===== config.mk =====
export PLATFORM = sky130hd
export DESIGN_NAME = sram_burst_sequencer
export DESIGN_NICKNAME = d
export VERILOG_FILES = /design/src/rtl/sram_pkg.sv /design/src/rtl/sram_idle_timer.sv /design/src/rtl/sram_burst_sequencer.sv
export SDC_FILE = /design/constraint.sdc
export NUM_CORES = 1
export LEC_CHECK = 0
export BUFFER_PORTS_ARGS = -buffer_cell sky130_fd_sc_hd__buf_4
export CORE_AREA = 2 2 92 94
export CTS_CLUSTER_SIZE = 25
export DETAILED_ROUTE_END_ITERATION = 12
export DIE_AREA = 0 0 94 96
export PLACE_DENSITY = 0.84
export SLEW_MARGIN = 20
export SYNTH_ARGS = -nofsm -noshare
export SYNTH_HDL_FRONTEND = slang
export SYNTH_HIERARCHICAL = 1
export SYNTH_SLANG_ARGS = --single-unit

===== constraint.sdc =====
create_clock -name clk -period 2.25 [get_ports clk]
set_clock_uncertainty 0.1 [all_clocks]
set_input_delay 0.5625 -clock clk [delete_from_list [all_inputs] [get_ports clk]]
set_output_delay 0.5625 -clock clk [all_outputs]
set_load 0.01 [all_outputs]

===== src/rtl/sram_pkg.sv =====
// rtl/sram_pkg.sv - shared SRAM burst state encoding and interface defaults
package sram_pkg;
   localparam int         ADDR_W_DEF = 16;
   localparam int         DATA_W_DEF = 8;
   localparam logic [7:0] KEY_DEF    = 8'hA5;

   typedef enum logic [2:0] {
      ST_IDLE,
      ST_WR_STROBE,
      ST_WR_RECOVER,
      ST_RD_STROBE,
      ST_RD_CAPTURE,
      ST_FINISH,
      ST_LOCKED
   } seq_state_t;
endpackage


===== src/rtl/sram_idle_timer.sv =====
// rtl/sram_idle_timer.sv - saturating idle counter raising a sleep request
module sram_idle_timer #(
   parameter int IDLE_TIMEOUT = 16
) (
   input  logic clk,
   input  logic rst_n,
   input  logic idle,
   input  logic cmd_valid,
   output logic sleep_req
);
   localparam int              CNT_W = $clog2(IDLE_TIMEOUT + 1);
   localparam logic [CNT_W-1:0] LIMIT = CNT_W'(IDLE_TIMEOUT);

   logic [CNT_W-1:0] cnt_q;

   always_ff @(posedge clk or negedge rst_n) begin
      if (!rst_n)
         cnt_q <= '0;
      else if (cmd_valid || !idle)
         cnt_q <= '0;
      else if (cnt_q != LIMIT)
         cnt_q <= cnt_q + CNT_W'(1);
   end

   // Gated by cmd_valid so a waking command drops the request in its own cycle.
   assign sleep_req = (cnt_q == LIMIT) && !cmd_valid;
endmodule


===== src/rtl/sram_burst_sequencer.sv =====
// rtl/sram_burst_sequencer.sv - password-gated burst sequencer driving SRAM controller strobes
module sram_burst_sequencer
   import sram_pkg::*;
#(
   parameter int         ADDR_W       = ADDR_W_DEF,
   parameter int         DATA_W       = DATA_W_DEF,
   parameter logic [7:0] KEY          = KEY_DEF,
   parameter int         MAX_FAILS    = 3,
   parameter int         IDLE_TIMEOUT = 16
) (
   input  logic              clk,
   input  logic              rst_n,
   input  logic              cmd_valid,
   output logic              cmd_ready,
   input  logic              cmd_write,
   input  logic [ADDR_W-1:0] cmd_addr,
   input  logic [15:0]       cmd_len,
   input  logic [7:0]        cmd_password,
   input  logic              wr_valid,
   output logic              wr_ready,
   input  logic [DATA_W-1:0] wr_data,
   output logic              rd_valid,
   output logic [DATA_W-1:0] rd_data,
   output logic [ADDR_W-1:0] seq_addr,
   output logic              seq_we_n,
   output logic              seq_oe_n,
   output logic [DATA_W-1:0] seq_wdata,
   input  logic [DATA_W-1:0] seq_rdata,
   output logic              seq_burst_mode,
   output logic [15:0]       seq_burst_length,
   output logic              busy,
   output logic              done,
   output logic              cmd_error,
   output logic              locked,
   output logic              sleep_req
);
   localparam int FAIL_W = $clog2(MAX_FAILS + 1);

   seq_state_t        state_q, state_d;
   logic [15:0]       beats_q;
   logic [FAIL_W-1:0] fail_q;
   logic              bad_pw, zero_len, start, beat_done, capture, wr_strobe;

   always_ff @(posedge clk or negedge rst_n) begin
      if (!rst_n)
         state_q <= ST_IDLE;
      else
         state_q <= state_d;
   end

   always_comb begin
      state_d   = state_q;
      cmd_ready = 1'b0;
      wr_ready  = 1'b0;
      bad_pw    = 1'b0;
      zero_len  = 1'b0;
      start     = 1'b0;
      beat_done = 1'b0;
      capture   = 1'b0;
      case (state_q)
         ST_IDLE: begin
            cmd_ready = 1'b1;
            if (cmd_valid) begin
               // A bad password is charged even when the length is also zero.
               if (cmd_password != KEY) begin
                  bad_pw = 1'b1;
                  if (fail_q == FAIL_W'(MAX_FAILS - 1))
                     state_d = ST_LOCKED;
               end else if (cmd_len == 16'd0) begin
                  zero_len = 1'b1;
               end else begin
                  start   = 1'b1;
                  state_d = cmd_write ? ST_WR_STROBE : ST_RD_STROBE;
               end
            end
         end
         ST_WR_STROBE: begin
            wr_ready = 1'b1;
            if (wr_valid) begin
               beat_done = 1'b1;
               state_d   = ST_WR_RECOVER;
            end
         end
         ST_WR_RECOVER: state_d = (beats_q == 16'd0) ? ST_FINISH : ST_WR_STROBE;
         ST_RD_STROBE:  state_d = ST_RD_CAPTURE;
         ST_RD_CAPTURE: begin
            beat_done = 1'b1;
            capture   = 1'b1;
            state_d   = (beats_q == 16'd1) ? ST_FINISH : ST_RD_STROBE;
         end
         ST_FINISH:     state_d = ST_IDLE;
         ST_LOCKED:     state_d = ST_LOCKED;
         default:       state_d = ST_IDLE;
      endcase
   end

   always_ff @(posedge clk or negedge rst_n) begin
      if (!rst_n) begin
         seq_addr         <= '0;
         beats_q          <= '0;
         fail_q           <= '0;
         seq_burst_mode   <= 1'b0;
         seq_burst_length <= '0;
         cmd_error        <= 1'b0;
         rd_valid         <= 1'b0;
         rd_data          <= '0;
      end else begin
         cmd_error <= bad_pw | zero_len;
         rd_valid  <= 1'b0;
         if (bad_pw)
            fail_q <= fail_q + FAIL_W'(1);
         if (start) begin
            fail_q           <= '0;
            seq_addr         <= cmd_addr;
            beats_q          <= cmd_len;
            seq_burst_mode   <= 1'b1;
            seq_burst_length <= cmd_len;
         end
         if (beat_done) begin
            seq_addr <= seq_addr + ADDR_W'(1);
            beats_q  <= beats_q - 16'd1;
         end
         if (capture) begin
            rd_data  <= seq_rdata;
            rd_valid <= 1'b1;
         end
         if (state_q == ST_FINISH)
            seq_burst_mode <= 1'b0;
      end
   end

   // Strobes decode straight from the state register, so reset raises them at once
   // and the write and read strobes can never be low together.
   assign wr_strobe = (state_q == ST_WR_STROBE) && wr_valid;
   assign seq_we_n  = !wr_strobe;
   assign seq_wdata = wr_strobe ? wr_data : '0;
   assign seq_oe_n  = (state_q != ST_RD_STROBE);

   assign busy   = (state_q != ST_IDLE) && (state_q != ST_LOCKED);
   assign done   = (state_q == ST_FINISH);
   assign locked = (state_q == ST_LOCKED);

   sram_idle_timer #(
      .IDLE_TIMEOUT(IDLE_TIMEOUT)
   ) u_idle_timer (
      .clk      (clk),
      .rst_n    (rst_n),
      .idle     (state_q == ST_IDLE),
      .cmd_valid(cmd_valid),
      .sleep_req(sleep_req)
   );
endmodule


Word-level counts from Yosys, hierarchy flattened

Index checks and enable logic that the tools add are counted.

Shift operators: 0
Muxes and demuxes: 37
Divide/modulo/power cells: 0
Reduce and logical (&&, ||, !) cells: 16
Multipliers: 0
Bitwise operators: 1
Magnitude comparators: 0
Add/sub/neg operators: 4
Equality and inequality tests: 17

Operators with widths:

| operator                                                              | count |
|---|---|
| 16-bit two-way mux                                                    | 4 |
| 16-bit logical NOT                                                    | 2 |
| 3-bit two-way mux                                                     | 7 |
| 1-bit two-way mux                                                     | 18 |
| 3-bit one-hot mux with 6 select lines                                 | 1 |
| 16-bit by 1-bit adder with 16-bit output (second input constant)      | 1 |
| 16-bit by 1-bit == test with 1-bit output (second input constant)     | 1 |
| 16-bit by 1-bit subtractor with 16-bit output (second input constant) | 1 |
| 5-bit two-way mux                                                     | 2 |
| 3-bit == test (second input constant)                                 | 3 |
| 3-bit != test (second input constant)                                 | 3 |
| 8-bit two-way mux                                                     | 1 |
| 8-bit != test (second input constant)                                 | 1 |
| 2-bit nonzero test                                                    | 4 |
| 3-bit by 2-bit == test with 1-bit output (second input constant)      | 2 |
| 2-bit two-way mux                                                     | 3 |
| 5-bit by 1-bit adder with 5-bit output (second input constant)        | 1 |
| 5-bit == test (second input constant)                                 | 1 |
| 5-bit != test (second input constant)                                 | 1 |
| 2-bit != test (second input constant)                                 | 2 |
| 4-bit AND reduction                                                   | 1 |
| 3-bit by 1-bit == test with 1-bit output (second input constant)      | 1 |
| 1-bit logical AND                                                     | 3 |
| 1-bit logical NOT                                                     | 3 |
| 8 further kinds                                                       | 8 |

Memory bits (writable): 0
Output and inout port bits: 59
Memories: 0
Word-level logic and storage cells: 85
Register bits after elaboration: 69
Bits in read-only memories: 0
Bits in latches: 0

Depth between registers and ports, before layout

Gate-level depths: netlist (run 1).

Word-level depth: 7
Depth in mapped cells: 8
Depth with buffers taken out: 7

Modules after synthesis

Netlist (run 1), hierarchy kept.

Modules (own cells, without submodules):

| module               | area each (sq um) | cells an instance | seq. area each (sq um) | times used |
|---|---|---|---|---|
| sram_burst_sequencer | 3343.2            | 364               | 1601.5                 | 1 |
| sram_idle_timer      | 314.1             | 27                | 125.1                  | 1 |

Worst setup path before layout (run 1)

No wires, ideal clock.

Path type: flip-flop to flip-flop
From: register state_q[2]
To: register beats_q[11]
Clock period less this slack: 2.083 ns
Cell stages (with the launch flop): 8
Setup slack: 0.167 ns
Buffers on the path: 2
Data arrival time: 1.889 ns
Data required time: 2.056 ns
Cells stage by stage: dfrtp_1 -> buf_4 -> nor3_2 -> nand2_1 -> nor3_4 -> buf_4 -> a211oi_1 -> a211oi_1

Cells in the longest elaborated chain, start to end: 3

Ends and longest elaborated chain:

| element                                                                           | line                        | text |
|---|---|---|
| start, declared                                                                   | sram_burst_sequencer.sv:39  | `seq_state_t state_q, state_d;` |
| start signal, assigned                                                            | sram_burst_sequencer.sv:48  | `state_q <= state_d;` |
| 3-bit == test (tied with other cells)                                             | sram_burst_sequencer.sv:60  | `case (state_q)` |
| 1-bit one-hot mux with 2 select lines / 1-bit two-way mux (equally long branches) | sram_burst_sequencer.sv:60  |  |
| 16-bit two-way mux / 2-bit nonzero test (equally long branches)                   | --                          |  |
| end signal, assigned                                                              | sram_burst_sequencer.sv:115 | `beats_q <= cmd_len;` |
| end signal, assigned                                                              | sram_burst_sequencer.sv:121 | `beats_q <= beats_q - 16'd1;` |
| end, declared                                                                     | sram_burst_sequencer.sv:40  | `logic [15:0] beats_q;` |

Several ways; a longest one is shown, not always the timed one.
A chain may end at the register's enable or synchronous reset.

Worst setup path after layout (run 1)

From: register state_q[2]
To: output port seq_wdata[6]

Cells in the longest elaborated chain, start to end: 3

Ends and longest elaborated chain:

| element                                  | line                        | text |
|---|---|---|
| 3-bit by 1-bit == test with 1-bit output | sram_burst_sequencer.sv:134 | `assign wr_strobe = (state_q == ST_WR_STROBE) && wr_valid;` |
| 1-bit logical AND                        | sram_burst_sequencer.sv:134 |  |
| 8-bit two-way mux                        | sram_burst_sequencer.sv:136 | `assign seq_wdata = wr_strobe ? wr_data : '0;` |
| end, declared                            | sram_burst_sequencer.sv:27  | `output logic [DATA_W-1:0] seq_wdata,` |

No other way between the ends.

==> key figures, run 1 <==
Placed design
  – Setup Slack @ Placement: -0.177 ns
  – I/O Buffers: 119
  – Inst Count DP: 626
  – GP Congestion: 0.857
  – HPWL Detailed: 7680 µm

Cells and area
  – Synth-to-Final Area Change: 39.0%
  – Reg area: 1730 µm²
  – Area of the multi-input gates: 1830 µm²
  – Fillers: 662
  – # diodes: 0
  – Layout Cells excl Fill: 647
  – Layout cells sized above 1: 36.0%
  – Final nets: 605

Run status
  – Status: complete, no violations

Floorplan
  – Die area: 9020 µm²
  – Ports: 120
  – Die Y: 96 µm
  – Die Wd: 94 µm
  – Placement Rows: 33
  – Area of the core: 8050 µm²
  – Initial Utilization: 45.4%

Routing
  – TritonRoute pass-1 iters: 5
  – Drt via density: 5.70
  – Post-route ant nets: 0
  – DRC violation count after routing: 0
  – DR vias: 3,691
  – Initial DRC count: 263
  – Routed len/inst: 16.4 µm
  – Total Wirelength: 10,600 µm

Synth
  – Cells after Synth: 391
  – Synth area leader: dfrtp_1
  – Mean Syn Cell Area: 9.35 µm²
  – Top post-synthesis cells by area: dfrtp_1 47%, nand2_1 7.1%, nor2_1 3.5%
  – Syn nets: 458
  – Post-synthesis cell area: 3660 µm²
  – EDFF count, synth: 0
  – Register area share after synthesis: 47.2%
  – Top cell type's share of synthesized area: 47.2%
  – Seq cells post-synth: 69
  – Post-synthesis cell type count: 65
  – Main synth FF type: dfrtp_1
  – Synth warn: 6
  – Post-synth ARST share: 100%
  – Synth top cells by count: 69 x dfrtp_1, 69 x nand2_1, 34 x nor2_1

Pwr
  – PD cells: 1020 nW/µm²
  – Final Power: 5.16 mW
  – Leakage: 2.42 nW
  – Worst-case vdd ir drop: 0.540 mV

Clock network
  – Root buf cell: clkbuf_8
  – CTS Buf Count: 9
  – Clk sinks: 69
  – Clock Pin Slew Worst Setup and Hold Paths: 0.07 ns
  – Max clock buf depth: 2
  – Clock Latency Late Sink: 0.35 ns
  – # H-tree levels: 3
  – CTS tree: built

Critical path
  – CP Launch Type: flip-flop
  – CP Cell Sequence: and4bb_4 > and2_1 > buf_4
  – Crit-path max FO: 15
  – CP arrival: 1.54 ns
  – Setup crit end kind: primary output
  – Worst path slowest cell: and4bb_4
  – Required time of the critical path: 1.59 ns
  – Crit-path max cell delay: 0.47 ns
  – Critical path class: flip-flop to primary output

Timing
  – Final Cycle Share: 98.0%
  – Final worst setup slack: 0.0441 ns
  – Final hold violations: 0
  – RSZ-0062 raised after global routing: false
  – Final setup viols: 0
  – Tmin final: 2.21 ns
  – Worst-Margin Slew: 0.935 ns
  – Max-Slew Margin vs Limit: 37.3%
  – Hold Slack: 0.0357 ns
  – Max Slew Vio Count: 0
  – Peak Freq: 453 MHz

Global route
  – Initial antenna violation count: 0
  – Aggregate global routing overflow: 0
  – Total GRT Usage: 24.0%
  – First-pass GRT wire length: 16,800 µm
  – Largest net degree at the start of global routing: 42
  – Vias in the first global route: 3,520

Worst hold path
  – Worst hold-check path type: input port to async pin

Flow run
  – MaxCap Viol Count: 0
## worst max-delay path: cells and delay by family, from the launching register on
family,cells,cell delay [ns]
simple gates,2,0.63
flops,1,0.44
buf+inv,1,0.12
## kinds of logic after synthesis
family / Yosys count / share of synthesized area (%)
simple gates: 197 / 28.3
compound gates: 77 / 14.7
flops: 69 / 47.2
buf+inv: 27 / 3.46
mux: 12 / 3.56
fa+ha+maj: 6 / 2.05
xor+xnor: 3 / 0.719
## layout make-up
| type | count | share of cell area (%) |
|---|---|---|
| inverter | 11 | 0.812 |
| clock buffer | 12 | 3.25 |
| clock inverter | 3 | 0.394 |
| tap | 105 | 2.58 |
| timing repair buffer | 151 | 23.0 |
| multi-input combinational | 296 | 35.9 |
| sequential | 69 | 34.0 |
## placed cells by master, fill, tap and decap left out, types with 3 or more instances in the layout
master / count
and4_1: 3
nand4_1: 4
or3b_1: 3
nand3b_1: 5
mux2_2: 8
o211ai_1: 5
and4bb_2: 3
nor4_1: 5
buf_12: 3
o22ai_1: 7
dfrtp_1: 66
a21oi_1: 15
buf_4: 148
o32ai_1: 5
a211oi_1: 9
inv_1: 11
and3_1: 4
clkbuf_8: 12
ha_1: 6
nand2_1: 69
and2_1: 10
nand3_1: 21
dfrtp_2: 3
o21ai_0: 13
mux2i_1: 4
nor2_1: 33
nor3_1: 16
## path summary, 6_finish.rpt
check / slack [ns] / end / start / cells past startpoint
worst max-delay path: 0.04 / seq_wdata[6] / state_q[2] / 3
worst max register to register: 0.13 / seq_addr[8] / state_q[2] / 6
worst min register to register: 0.38 / seq_burst_length[10] / seq_burst_length[10] / 2
max in group asynchronous: 1.45 / state_q[1] / rst_n / 2
min in group clk: 0.33 / seq_burst_length[7] / cmd_len[7] / 3
worst min-delay path: 0.04 / beats_q[5] / rst_n / 1
## stage by stage
stage	utilization (%)	instance area, µm²	setup TNS [ns]
finish	63.2	5080	0
global route	63.2	5080	0
CTS	62.8	5050	0
detailed placement	59.9	4820	-1.32
global placement	59.9	4820	-0.694
floorplan	-	3660	0
## power by group
group	total, mW	leakage, nW	internal (mW)	switching [mW]
clock	0.969	0.0905	0.483	0.486
sequential	1.95	0.875	1.59	0.357
combinational	2.25	1.46	1.12	1.13
## sequential cells by signal, indices dropped and copies added (netlist names)
name	flops
fail_q	2
rd_valid	1
cmd_error	1
u_idle_timer/cnt_q	5
seq_burst_length	16
seq_addr	16
state_q	3
beats_q	16
seq_burst_mode	1
rd_data	8
## per-layer routing
metal	GRT usage, %	up-vias	wire length (µm)
met3	3.99	8	798
li1	-	1714	-
met4	7.85	0	102
met2	41.5	166	5340
met5	0	-	0
met1	30.8	1803	4340
## what timing repair did
action                                  4_1_cts  5_1_grt
pin swaps                                     1        1
setup buffers                                 4        2
endpoints found under the setup margin       12       16
hold buffers                                  0        0
gates cloned                                  0        1
gates resized for setup                       5        2
No activity file was read; power rests on OpenSTA's default activity.
==> run 2: changes to the inputs <==
CORE_AREA = 3 3 93 95   (was 2 2 92 94)
DIE_AREA = 0 0 96 98   (was 0 0 94 96)
==> run 2 against run 1 <==
Core utilization increased by 2.7 points. Power is 1.9% lower. Count of clock-buffer cells in the layout decreased by 2. Sequential share of layout area is 0.33 points lower. Global-route usage shrank 1.1 points. Non-clock buffer count is 5 higher. Cell area grew 1.1%. Combinational power fell by 3%. Worst setup slack improved by 0.012 ns. Die area is 4.3% higher. Clock power down 5.7%. Critical path type unchanged. Largest cell class unchanged. Highest routed layer unchanged.
==> key figures, run 2 (synthesized netlist as in run 1, its figures left out) <==
Run status
  – Status: complete, no violations

Placed design
  – GP Congestion: 0.882
  – HPWL Detailed: 7820 µm
  – I/O Buffers: 119
  – Placed Area: 4840 µm²
  – Inst Count DP: 626

Critical path
  – Crit-path leading delay family: simple AND/OR/NAND/NOR gates
  – Worst path slowest cell: dfrtp_2
  – WP buf/inv: 2
  – Stages on worst setup path: 5
  – CP Launch Type: flip-flop
  – CP arrival: 1.53 ns
  – Required time of the critical path: 1.59 ns
  – Critical path class: flip-flop to primary output
  – Crit-path max FO: 5
  – Reg2reg path depth: 6
  – CP Cell Sequence: inv_2 > ha_4 > and4bb_2 > nor2b_4 > buf_6
  – Crit-path max cell delay: 0.44 ns
  – Setup crit end kind: primary output

Cells and area
  – Layout cells sized above 1: 37.7%
  – Synth-to-Final Area Change: 40.5%
  – # diodes: 0
  – Final nets: 611
  – Layout Cells excl Fill: 651
  – Area of the multi-input gates: 1860 µm²
  – Commonest non-fill, non-tap cells in the layout: 153 x buf_4, 69 x nand2_1, 65 x dfrtp_1
  – Post-Layout Inst Area: 5140 µm²
  – Most common cell after layout, fill and taps aside: buf_4
  – Fillers: 619
  – Largest regs: beats_q x16, seq_addr x16, seq_burst_length x16
  – Final core utilization: 65.8%
  – Reg area: 1730 µm²

Routing
  – Drt via density: 5.74
  – Post-route ant nets: 0
  – Routed len/inst: 16.5 µm
  – Initial DRC count: 281
  – Total Wirelength: 10,700 µm
  – DR vias: 3,734
  – DRC violation count after routing: 0
  – TritonRoute pass-1 iters: 5

Floorplan
  – Die area: 9410 µm²
  – Die Y: 98 µm
  – Die Wd: 96 µm
  – Ports: 120
  – Placement Rows: 32
  – Area of the core: 7810 µm²
  – Initial Utilization: 46.8%

Clock network
  – Clock Pin Slew Worst Setup and Hold Paths: 0.08 ns
  – Max clock buf depth: 2
  – # H-tree levels: 3
  – Clock Latency Late Sink: 0.35 ns
  – CTS Buf Count: 9
  – Root buf cell: clkbuf_8
  – CTS tree: built
  – Clk sinks: 69
  – Hold_buf cts: 0

Pwr
  – Worst-case vdd ir drop: 0.551 mV
  – Leakage: 2.45 nW
  – PD cells: 986 nW/µm²

Global route
  – Largest net degree at the start of global routing: 38
  – Total GRT Usage: 22.9%
  – Aggregate global routing overflow: 0
  – Initial antenna violation count: 0
  – Vias in the first global route: 3,604
  – First-pass GRT wire length: 17,000 µm

Timing
  – Peak Freq: 456 MHz
  – Final setup viols: 0
  – Worst-Margin Slew: 0.911 ns
  – Max-Slew Margin vs Limit: 38.9%
  – Final Cycle Share: 97.5%
  – Max Slew Vio Count: 0
  – Tmin final: 2.19 ns
  – Final hold violations: 0

Worst hold path
  – Worst hold-check path type: input port to async pin

Flow run
  – MaxCap Viol Count: 0
run 2: worst paths after layout:
| kind | start | endpoint | slack, ns |
|---|---|---|---|
| worst max-delay path | u_idle_timer/cnt_q[0] | sleep_req | 0.06 |
| worst max register to register | state_q[1] | seq_addr[11] | 0.13 |
| max in group asynchronous | rst_n | state_q[0] | 1.42 |
| worst min-delay path | rst_n | fail_q[1] | 0.07 |
| worst min register to register | seq_burst_length[3] | seq_burst_length[3] | 0.37 |
| min in group clk | cmd_addr[8] | seq_addr[8] | 0.33 |
run 2: worst reg2reg max path: stages, from the launching register on:
cell and delay [ns]:
dfrtp_2 0.46, buf_4 0.17, nor4b_4 0.24, nand3_2 0.16
nor2_2 0.50, nor3_1 0.11, a211oi_1 0.27
run 2: per-layer routing:
metal / track usage (%) / vias up / part of all wire, %
li1: - / 1739 / -
met2: 38.7 / 187 / 50
met3: 6.01 / 13 / 8.5
met5: 0 / - / 0
met4: 5.91 / 0 / 1.2
met1: 28.7 / 1795 / 40
run 2: final cells by class:
type / count / share of cell area, %
Timing Repair Buffer: 156 / 23.4
Tap cell: 102 / 2.48
Inverter: 11 / 0.804
Sequential cell: 69 / 33.7
Clock buffer: 10 / 2.68
Multi-Input combinational cell: 297 / 36.2
Clock inverter: 6 / 0.755
run 2: timing repair:
item / CTS / global route
resized for setup: 3 / 11
gates cloned: 0 / 2
setup endpoints to repair: 13 / 25
pin swaps: 1 / 2
setup buffers: 1 / 6
run 2: stage by stage:
stage | TNS, ns | total power [mW] | hold WS (ns) | worst slack [ns]
floorplan | 0 | 3.15 | 0.167 | 0.167
global placement | -6.72 | 3.98 | 0.354 | -0.253
detailed placement | -7.64 | 4.07 | 0.361 | -0.253
CTS | 0 | 5.00 | 0.0703 | 0.00214
global route | -0.0253 | 5.43 | 0.0729 | -0.0253
finish | 0 | 5.07 | 0.0704 | 0.0557
run 2: report_power, final:
group	total (mW)	internal, mW	leakage, nW	switching [mW]
Clock	0.914	0.425	0.0880	0.488
Sequential	1.96	1.59	0.874	0.369
Combinational	2.19	1.08	1.48	1.11
==> run 3: changes to the inputs <==
CORE_AREA = 3 3 91 93   (was 3 3 93 95)
DIE_AREA = 0 0 94 96   (was 0 0 96 98)
PLACE_DENSITY = 0.85   (was 0.84)
SYNTH_HIERARCHICAL = not set   (was 1)
clock period = 2.8 ns   (was 2.25 ns; I/O delays follow)
==> run 3 against run 2 <==
Flip-flop and latch count is the same. Sequential share of layout area grew 2.2 points. First-iteration DRC count shrank 27%. Non-clock buffer count shrank 24. Highest routed layer unchanged.
==> key figures, run 3 <==
Pwr
  – Switching pwr: 1.39 mW
  – Flop pwr share: 37.9%
  – Combinational share of power: 40.7%
  – PD cells: 802 nW/µm²
  – Final Power: 3.85 mW
  – Clk pwr share: 21.5%
  – Worst-case vdd ir drop: 0.287 mV
  – Leakage: 2.30 nW
  – Sw frac: 36.2%
  – Internal: 2.46 mW

Floorplan
  – Die Wd: 94 µm
  – Die Y: 96 µm
  – Placement Rows: 32
  – Initial Utilization: 46.3%
  – Die area: 9020 µm²
  – Ports: 120
  – Area of the core: 7610 µm²

Global route
  – Aggregate global routing overflow: 0
  – Largest net degree at the start of global routing: 70
  – First-pass GRT wire length: 15,200 µm
  – Total GRT Usage: 21.4%
  – Initial antenna violation count: 0
  – Vias in the first global route: 3,273

Cells and area
  – Synth-to-Final Area Change: 36.5%
  – Post-Layout Inst Area: 4800 µm²
  – # diodes: 0
  – Commonest non-fill, non-tap cells in the layout: 129 x buf_4, 74 x nand2_1, 69 x dfrtp_1
  – Largest regs: beats_q x16, seq_addr x16, seq_burst_length x16
  – Fillers: 630
  – Final nets: 568
  – Most common cell after layout, fill and taps aside: buf_4
  – Layout cells sized above 1: 33.1%
  – Area of the multi-input gates: 1690 µm²
  – Reg area: 1730 µm²

Critical path
  – R2R Path End: seq_addr[4]
  – CP Launch Type: flip-flop
  – Origin of the critical flop-to-flop path: state_q[0]
  – Worst reg-to-reg setup slack: 0.26 ns
  – Critical path class: flip-flop to primary output
  – Crit-path max FO: 13
  – Reg2reg path depth: 7
  – Setup crit end kind: primary output
  – CP Cell Sequence: buf_4 > nor4bb_2 > buf_12 > and2_1 > buf_4
  – Worst path slowest cell: nor4bb_2
  – Crit-path max cell delay: 0.44 ns
  – Required time of the critical path: 2.00 ns
  – Cell repeated most along the worst path: buf_4
  – CP arrival: 1.76 ns

Timing
  – Final worst setup slack: 0.241 ns
  – Max-Slew Margin vs Limit: 41.8%
  – RSZ-0062 raised after global routing: false
  – Peak Freq: 391 MHz
  – Final setup viols: 0
  – Tmin final: 2.56 ns
  – Final hold violations: 0
  – Max Slew Vio Count: 0
  – Final Cycle Share: 91.4%
  – Worst-Margin Slew: 0.873 ns
  – Hold Slack: 0.351 ns

Clock network
  – Clk sinks: 69
  – Clock Latency Late Sink: 0.34 ns
  – Post-CTS sizing: 0
  – # H-tree levels: 3
  – Root buf cell: clkbuf_8
  – Clock Pin Slew Worst Setup and Hold Paths: 0.07 ns
  – Hold_buf cts: 0
  – Post-CTS Setup Bufs: 0
  – CTS tree: built
  – Max clock buf depth: 2
  – CTS Buf Count: 9

Routing
  – Routed len/inst: 16.0 µm
  – DR vias: 3,404
  – Post-route ant nets: 0
  – Initial DRC count: 204
  – Drt via density: 5.62
  – TritonRoute pass-1 iters: 4
  – Total Wirelength: 9680 µm
  – DRC violation count after routing: 0

Synth
  – Synth area leader: dfrtp_1
  – Top cell type's share of synthesized area: 49.1%
  – EDFF count, synth: 0
  – Most frequent cell after synthesis: nand2_1
  – Post-synthesis cell area: 3520 µm²
  – Post-synthesis cell type count: 58
  – Syn nets: 440
  – Register area share after synthesis: 49.1%
  – Seq cells post-synth: 69
  – Main synth FF type: dfrtp_1
  – Synth top cells by count: 74 x nand2_1, 69 x dfrtp_1, 30 x nor2_1
  – Cells after Synth: 373
  – Mean Syn Cell Area: 9.44 µm²
  – Synth warn: 0
  – Top post-synthesis cells by area: dfrtp_1 49%, nand2_1 7.9%, nor2_1 3.2%
  – Post-synth ARST share: 100%

Placed design
  – Placed Area: 4610 µm²
  – HPWL Detailed: 7090 µm
  – I/O Buffers: 119
  – Setup Slack @ Placement: 0.124 ns
  – GP Congestion: 0.823

Flow run
  – MaxCap Viol Count: 0

Run status
  – Status: complete, no violations

Worst hold path
  – Worst hold-check path type: input port to async pin
## run 3: cell count changes after synthesis, sizes merged, moves of 5 or more
cell	previous run	this run
a21oi	15	9
nor3	18	12
nor2	36	30
nand3	23	18
nand2	69	74
## run 3: logic make-up after synthesis
| group | synth area share (%) |
|---|---|
| and+or+nand+nor | 26.5 |
| AOI/OAI and AO/OA | 14.7 |
| DFF | 49.1 |
| buffers and inverters | 3.52 |
| muxes | 2.84 |
| adders and majority gates | 2.13 |
| xor gates and xnor gates | 1.24 |
## run 3: cell type report
class | count | share of cell area (%)
clock inverters | 1 | 0.625
multi-input cells | 278 | 35.1
inverters | 11 | 0.859
repair buffers | 132 | 21.3
flip-flops and latches | 69 | 35.9
clock buffers | 13 | 3.52
well taps | 102 | 2.66
## run 3: worst max-delay path, delay by kind of cell (launching register included)
family                 cells  cell delay, ns
and+or+nand+nor            2            0.58
buffers and inverters      3            0.49
DFF                        1            0.35
## run 3: layer usage
metal / up-vias / track usage, % / wire length [µm]
li1: 1607 / - / -
met1: 1614 / 27.7 / 4060
met2: 171 / 35.8 / 4800
met3: 12 / 4.53 / 736
met4: 0 / 7.58 / 92
met5: - / 0 / 0
## run 3: power by group through the flow
stage	Clock (mW)	Combinational, mW	Sequential [mW]
after floorplan	0	0.882	1.50
after global placement	0	1.51	1.45
after detailed placement	0	1.56	1.47
after CTS	0.842	1.57	1.45
after global routing	0.882	1.72	1.49
final	0.827	1.57	1.46
## run 3: worst max path at each step
stage / slack (ns) / start / to
finish: 0.24 / state_q[0] / seq_wdata[3]
global route: 0.17 / state_q[0] / seq_addr[4]
CTS: 0.22 / state_q[1] / seq_wdata[3]
detailed placement: 0.12 / wr_valid / seq_addr[4]
global placement: -0.04 / cmd_password[1] / beats_q[15]
floorplan: 0.50 / wr_valid / seq_wdata[0]
## run 3: through the flow
stage | utilization (%) | TNS (ns) | std cells
floorplan | - | 0 | 373
global placement | 60.3 | -0.119 | 591
detailed placement | 60.5 | 0 | 592
CTS | 63.2 | 0 | 606
global route | 63.2 | 0 | 606
finish | 63.2 | 0 | 606
